--- src/rtl/morse_pkg.sv ---
// morse_pkg: shared types and constants for the Morse symbol capture block.
// Holds the capture FSM state encoding, symbol values, error flag bit
// positions and the width helpers used to size counters.
package morse_pkg;

  typedef enum logic [1:0] {
    IDLE  = 2'd0,
    PRESS = 2'd1,
    GAP   = 2'd2
  } morse_state_e;

  localparam logic SYM_DOT  = 1'b0;
  localparam logic SYM_DASH = 1'b1;

  localparam int ERR_REJECT   = 0;
  localparam int ERR_OVERFLOW = 1;
  localparam int ERR_DROPPED  = 2;

  // Bits needed to hold any value 0..max_value.
  function automatic int count_width(input int max_value);
    return (max_value < 1) ? 1 : $clog2(max_value + 1);
  endfunction

  // Bits needed for a prescaler that counts 0..div-1 (at least one bit).
  function automatic int div_width(input int div);
    return (div < 2) ? 1 : $clog2(div);
  endfunction

endpackage

--- src/rtl/morse_tick_timer.sv ---
// morse_tick_timer: prescaler producing one tick every TICK_DIV clocks, plus a
// counter of those ticks that saturates at SAT. The prescaler can be
// restarted so tick phase is aligned to an external event (a key edge).
module morse_tick_timer
  import morse_pkg::*;
#(
  parameter int TICK_DIV = 5000,
  parameter int SAT      = 7001,
  parameter int W        = count_width(SAT)
) (
  input  logic         clk,
  input  logic         rst,
  input  logic         restart,
  input  logic         clear,
  input  logic         enable,
  output logic [W-1:0] count
);

  localparam int             PW         = div_width(TICK_DIV);
  localparam logic [PW-1:0]  PRESC_LAST = PW'(TICK_DIV - 1);
  localparam logic [W-1:0]   COUNT_SAT  = W'(SAT);

  logic [PW-1:0] presc;
  logic          tick;

  // A restart cycle never ticks, so the first tick lands a full period later.
  assign tick = !restart && (presc == PRESC_LAST);

  // Prescaler: counts 0..TICK_DIV-1, back to 0 on wrap or restart.
  always_ff @(posedge clk) begin
    // NOTE: clocked state uses non-blocking (<=) so every register samples
    // the pre-edge values; blocking here would create order-dependent races.
    if (rst || restart || (presc == PRESC_LAST)) begin
      presc <= '0;
    end else begin
      presc <= presc + PW'(1);
    end
  end

  // Tick counter: clear dominates, then counts enabled ticks up to SAT.
  always_ff @(posedge clk) begin
    if (rst || clear) begin
      count <= '0;
    end else if (enable && tick && (count != COUNT_SAT)) begin
      count <= count + W'(1);
    end
  end

endmodule

--- src/rtl/morse_symbol_capture.sv ---
// morse_symbol_capture: times a debounced key in prescaled ticks, classifies
// each press as dot, dash or reject, accumulates a variable-length character
// with delete/commit, and hands finished characters downstream via
// valid/ready with sticky error flags.
// Optional build macro: MORSE_AUTO_COMMIT_EN -- commit automatically after
// CHAR_GAP idle ticks following the last release.
module morse_symbol_capture
  import morse_pkg::*;
#(
  parameter int MAX_SYMBOLS = 6,
  parameter int TICK_DIV    = 5000,
  parameter int DOT_MAX     = 2000,
  parameter int DASH_MIN    = 4000,
  parameter int DASH_MAX    = 7000,
  parameter int CHAR_GAP    = 9000
) (
  input  logic                             clk,
  input  logic                             rst,
  input  logic                             key,
  input  logic                             del_pulse,
  input  logic                             fin_pulse,
  output logic                             char_valid,
  input  logic                             char_ready,
  output logic [$clog2(MAX_SYMBOLS+1)-1:0] char_len,
  output logic [MAX_SYMBOLS-1:0]           char_pattern,
  output logic                             cls_short,
  output logic                             cls_long,
  output logic                             cls_null,
  output logic                             sym_pulse,
  output logic [2:0]                       err_flags
);

  localparam int                 LEN_W      = count_width(MAX_SYMBOLS);
  localparam int                 PRESS_W    = count_width(DASH_MAX + 1);
  localparam logic [LEN_W-1:0]   LEN_MAX    = LEN_W'(MAX_SYMBOLS);
  localparam logic [PRESS_W-1:0] DOT_MAX_C  = PRESS_W'(DOT_MAX);
  localparam logic [PRESS_W-1:0] DASH_MIN_C = PRESS_W'(DASH_MIN);
  localparam logic [PRESS_W-1:0] DASH_MAX_C = PRESS_W'(DASH_MAX);

  // Reject inconsistent timing configurations at elaboration.
  if (MAX_SYMBOLS < 2 || TICK_DIV < 1 || DASH_MIN <= DOT_MAX ||
      DASH_MAX < DASH_MIN || CHAR_GAP < 1) begin : g_bad_params
    $error("morse_symbol_capture: inconsistent parameter set");
  end

  morse_state_e           state, state_d;
  logic                   key_q, rise, fall, rel_q;
  logic [PRESS_W-1:0]     press_cnt, cur_cnt;
  logic                   is_dot, is_dash, commit_req, auto_commit, load_out;
  logic [LEN_W-1:0]       len, len_mid, len_d;
  logic [MAX_SYMBOLS-1:0] pat, pat_mid, pat_d;
  logic [2:0]             err_d;
  logic                   sym_d;

  assign rise = key & ~key_q;
  assign fall = ~key & key_q;

  // Track the key level and flag a finished press for classification next cycle.
  always_ff @(posedge clk) begin
    if (rst) begin
      // key_q starts high so a key already held through reset is not seen as
      // a fresh press; its later release is ignored because the FSM is IDLE.
      key_q <= 1'b1;
      rel_q <= 1'b0;
    end else begin
      key_q <= key;
      rel_q <= fall && (state == PRESS);
    end
  end

  morse_tick_timer #(
    .TICK_DIV (TICK_DIV),
    .SAT      (DASH_MAX + 1),
    .W        (PRESS_W)
  ) u_press_timer (
    .clk     (clk),
    .rst     (rst),
    .restart (rise | fall),
    .clear   (rise),
    .enable  (key),
    .count   (press_cnt)
  );

`ifdef MORSE_AUTO_COMMIT_EN
  localparam int GAP_W = count_width(CHAR_GAP);
  logic [GAP_W-1:0] gap_cnt;

  morse_tick_timer #(
    .TICK_DIV (TICK_DIV),
    .SAT      (CHAR_GAP),
    .W        (GAP_W)
  ) u_gap_timer (
    .clk     (clk),
    .rst     (rst),
    .restart (rise | fall),
    .clear   (state != GAP),
    .enable  (1'b1),
    .count   (gap_cnt)
  );

  // Fires once per gap: the commit it raises moves the FSM out of GAP,
  // which clears the gap counter.
  assign auto_commit = (state == GAP) && (gap_cnt == GAP_W'(CHAR_GAP));
`else
  assign auto_commit = 1'b0;
`endif

  assign commit_req = fin_pulse | auto_commit;

  // The rise cycle still shows the previous press count; treat it as zero.
  assign cur_cnt = rise ? '0 : press_cnt;
  assign is_dot  = (press_cnt != '0) && (press_cnt <= DOT_MAX_C);
  assign is_dash = (press_cnt >= DASH_MIN_C) && (press_cnt <= DASH_MAX_C);

  // FSM state register.
  always_ff @(posedge clk) begin
    if (rst) begin
      state <= IDLE;
    end else begin
      state <= state_d;
    end
  end

  // FSM next state: a new press wins over a commit arriving in the same cycle.
  always_comb begin
    // NOTE: every variable written in always_comb gets a default first;
    // a path that leaves one unassigned would infer a latch.
    state_d = state;
    unique case (state)
      IDLE:    if (rise) state_d = PRESS;
      PRESS:   if (fall) state_d = GAP;
      GAP: begin
        if (rise)            state_d = PRESS;
        else if (commit_req) state_d = IDLE;
      end
      default: state_d = IDLE;
    endcase
  end

  // Accumulator update: delete beats append, then a commit captures the result.
  always_comb begin
    len_mid  = len;
    pat_mid  = pat;
    err_d    = err_flags;
    sym_d    = 1'b0;
    load_out = 1'b0;

    if (rel_q && !(is_dot || is_dash)) begin
      err_d[ERR_REJECT] = 1'b1;
    end

    if (del_pulse && (len != '0)) begin
      len_mid = len - LEN_W'(1);
      pat_mid = pat >> 1;
    end else if (rel_q && (is_dot || is_dash)) begin
      if (len == LEN_MAX) begin
        err_d[ERR_OVERFLOW] = 1'b1;
      end else begin
        len_mid = len + LEN_W'(1);
        pat_mid = {pat[MAX_SYMBOLS-2:0], (is_dash ? SYM_DASH : SYM_DOT)};
        sym_d   = 1'b1;
      end
    end

    len_d = len_mid;
    pat_d = pat_mid;
    if (commit_req && (len_mid != '0)) begin
      if (!char_valid || char_ready) begin
        load_out            = 1'b1;
        len_d               = '0;
        pat_d               = '0;
        err_d[ERR_REJECT]   = 1'b0;
        err_d[ERR_OVERFLOW] = 1'b0;
      end else begin
        err_d[ERR_DROPPED] = 1'b1;
      end
    end
  end

  // Accumulator, error, output record and live classification registers.
  always_ff @(posedge clk) begin
    if (rst) begin
      len          <= '0;
      pat          <= '0;
      err_flags    <= '0;
      sym_pulse    <= 1'b0;
      char_valid   <= 1'b0;
      char_len     <= '0;
      char_pattern <= '0;
      cls_short    <= 1'b0;
      cls_long     <= 1'b0;
      cls_null     <= 1'b0;
    end else begin
      len       <= len_d;
      pat       <= pat_d;
      err_flags <= err_d;
      sym_pulse <= sym_d;
      if (load_out) begin
        char_valid   <= 1'b1;
        char_len     <= len_mid;
        char_pattern <= pat_mid;
      end else if (char_ready) begin
        char_valid <= 1'b0;
      end
      cls_short <= key && (cur_cnt <= DOT_MAX_C);
      cls_long  <= key && (cur_cnt >= DASH_MIN_C) && (cur_cnt <= DASH_MAX_C);
      cls_null  <= key && (cur_cnt > DASH_MAX_C);
    end
  end

endmodule

--- config.mk ---
export PLATFORM = sky130hd
export DESIGN_NAME = morse_symbol_capture
export DESIGN_NICKNAME = d
export VERILOG_FILES = /design/src/rtl/morse_pkg.sv /design/src/rtl/morse_tick_timer.sv /design/src/rtl/morse_symbol_capture.sv
export SDC_FILE = /design/constraint.sdc
export NUM_CORES = 1
export LEC_CHECK = 0
export ABC_AREA = 1
export BUFFER_PORTS_ARGS = -buffer_cell sky130_fd_sc_hd__buf_4
export CAP_MARGIN = 20
export CORE_ASPECT_RATIO = 1.5
export CORE_MARGIN = 2
export CORE_UTILIZATION = 57
export CTS_BUF_LIST = sky130_fd_sc_hd__clkbuf_2
export DETAILED_ROUTE_END_ITERATION = 10
export PLACE_DENSITY = 0.86
export RECOVER_POWER = 100
export SLEW_MARGIN = 15
export SYNTH_ARGS = -nofsm -noshare
export SYNTH_HDL_FRONTEND = slang
export SYNTH_HIERARCHICAL = 1
export SYNTH_SLANG_ARGS = --single-unit
--- constraint.sdc ---
create_clock -name clk -period 2 [get_ports clk]
set_input_delay 0.4 -clock clk [delete_from_list [all_inputs] [get_ports clk]]
set_output_delay 0.4 -clock clk [all_outputs]
set_load 0.05 [all_outputs]
==> reports/results.txt <==
status = complete, but fails checks
failing checks = negative setup slack
# IOs = 23
net count after synthesis = 521
average size of a mapped cell = 6.49 µm²
# fillers = 470
Clock Sinks = 56
routed len/inst = 13.2 µm
Cell Rows = 33
first-pass GRT wire length = 14,100 µm
share of cells above drive strength 1 = 24.9%
Final Hold Violating Endpoints = 0
routed length on met3 = 333 µm
power consumption = 3.78 mW
Clock Skew = 0.0132 ns
Total GRT Usage = 27.2%
fin crit period = 2.02 ns
Arrival @ worst endpoint = 2.48 ns
Final TNS setup = -0.0167 ns
most common cell after layout, fill and taps aside = nand2_1
Syn-to-layout area delta = 21.2%
P_leak = 1.69 nW
CP required = 2.46 ns
CTS Hold Bufs = 0
peak supply drop = 574 µV
unrepaired setup endpoints after global routing = true
Post-Place Setup Slack = -0.0563 ns
Post-synth EDFFs = 0
drt pass-1 iters = 8
pwr/cell area = 951 nW/µm²
H-tree levels = 2
Port Buf Inserts = 22
post-synth cell types = 33
Die W = 66.0 µm
final-report max-slew violation count = 0
root buffer cell = clkbuf_2
Overflow after GRT = 0
maximum fanout along the worst path = 7
drt via density = 5.42
Post-DP HPWL = 6200 µm
Routed Antenna Nets = 0
pin count of the biggest net entering global routing = 20
Max-Cap Viols = 0
metal2 WL = 4670 µm
drt drc = 0
Primary FF master, synth = dfxtp_1
CTS tree = yes
flip-flop and latch count after synthesis = 56
Final Cycle Share = 101%
Final Util = 71.9%
Core ar. = 5530 µm²
gpl congestion = 0.958
nets = 589
Yosys top cell area share = 34.1%
synth top area cells = dfxtp_1 (34%), nand2_1 (13%), nor2_1 (9.7%)
register area share after synthesis = 34.1%
CP Class = register to register
vias in the first global route = 3,425
WHS = 0.102 ns
FFs w/ async S/R, synth = 0%
endpoints failing setup = 1
max frequency = 496 MHz
uppermost layer routed = met4
commonest non-fill, non-tap cells in the layout = nand2_1 (105), nor2_1 (81), inv_1 (68)
final worst slack = -0.0167 ns
worst-margin pin slew = 0.625 ns
mapped cell area = 3280 µm²
Synth Instances = 506
Critical Path Source Type = register
leading area contributor after synthesis = dfxtp_1
via count = 3,497
maximum clock path buffer count = 2
Min-Delay Path Class = input pin to register
die area = 6400 µm²
Total Wirelength = 8510 µm
Worst-path clk slew = 0.31 ns
Clock Latency Late Sink = 0.48 ns
First DRT Iteration DRCs = 234
CTS buffer count = 5
Die Height = 97.0 µm
initial antenna violation count = 0
worst rel slew slack = 58.5%
WL met1 = 3180 µm
Yosys Warn Count = 6
initial core utilization = 59.3%
ANT cells = 0
Worst setup EP type = register
layer usage:
layer  vias to the layer above  track usage, %
met3                        36            3.26
met4                         0            9.89
met5                         -               0
met2                       104            52.6
li1                       1745               -
met1                      1612            28.7
final timing paths:
| kind | slack, ns | endpoint | start | cells after the start |
|---|---|---|---|---|
| max | -0.02 | char_pattern[5] | u_press_timer/count[2] | 13 |
| min | 0.10 | char_pattern[5] | rst | 2 |
| max reg2reg | -0.02 | char_pattern[5] | u_press_timer/count[2] | 13 |
| min reg2reg | 0.46 | err_flags[1] | err_flags[1] | 2 |
area by class of cell:
type,count,area (µm²),share of cell area [%]
clock buffer,5,25.0,0.629
timing repair buffer,69,469,11.8
multi-input combinational,359,1900,47.6
sequential,56,1150,29.0
clock inverter,3,27.5,0.692
tap,70,87.6,2.20
inverter,83,322,8.08
worst max-delay path, cell delays in order (launching register included):
cell	delay [ns]
dfxtp_1	0.41
nor2_1	0.10
nand3_1	0.11
nor2_2	0.13
nand2_1	0.08
o21ai_2	0.06
nand2_2	0.09
nand2_4	0.10
nand2_4	0.07
inv_1	0.18
nand2_1	0.09
a21oi_1	0.26
nand4_1	0.16
a21oi_2	0.14
report_power, final:
part,switching [mW],internal [mW]
logic,1.23,0.767
registers,0.0652,1.22
clock network,0.400,0.0982
cell usage after synthesis, types with 2 or more instances:
cell type / count
nor3b_1: 3
and3_1: 2
ha_1: 9
nand2_1: 114
buf_6: 2
xor2_1: 2
dfxtp_1: 56
inv_2: 8
a21oi_2: 2
nor2_2: 5
nor2_4: 3
nand4_1: 23
o21ai_0: 10
clkbuf_1: 5
nor3_1: 14
nor2_1: 85
nand3_4: 4
nand2_2: 14
nand2_4: 2
nand3_1: 35
inv_1: 73
buf_2: 2
a21oi_1: 22
clkinv_1: 2
stage by stage:
step | instances | area, µm²
global route | 645 | 3980
floorplan | 506 | 3280
finish | 645 | 3980
global placement | 629 | 3790
CTS | 640 | 3880
detailed placement | 629 | 3790
sequential cells by signal (all words and copies together), names as in the netlist:
register / flops
u_press_timer/count: 13
u_press_timer/presc: 13
char_pattern: 6
pat: 6
char_len: 3
err_flags: 3
len: 3
state: 2
char_valid: 1
cls_long: 1
cls_null: 1
cls_short: 1
key_q: 1
rel_q: 1
sym_pulse: 1
timing repair:
| item | in CTS | in global routing |
|---|---|---|
| pin swaps | 0 | 10 |
| cloned | 1 | 0 |
| hold endpoints to repair | 0 | 0 |
| gates resized for setup | 9 | 48 |
| buffers inserted | 2 | 5 |
| endpoints found under the setup margin | 18 | 22 |
cells by family after synthesis:
| group | after synthesis | synth area share (%) |
|---|---|---|
| flip-flops | 56 | 34.1 |
| AND/OR/NAND/NOR | 307 | 43.8 |
| AO/OA/AOI/OAI | 40 | 7.01 |
| buffers and inverters | 92 | 11.1 |
| adder cells (fa/ha/maj) | 9 | 3.43 |
| XOR/XNOR | 2 | 0.534 |
Note: power is estimated with default switching activity, not from simulation.
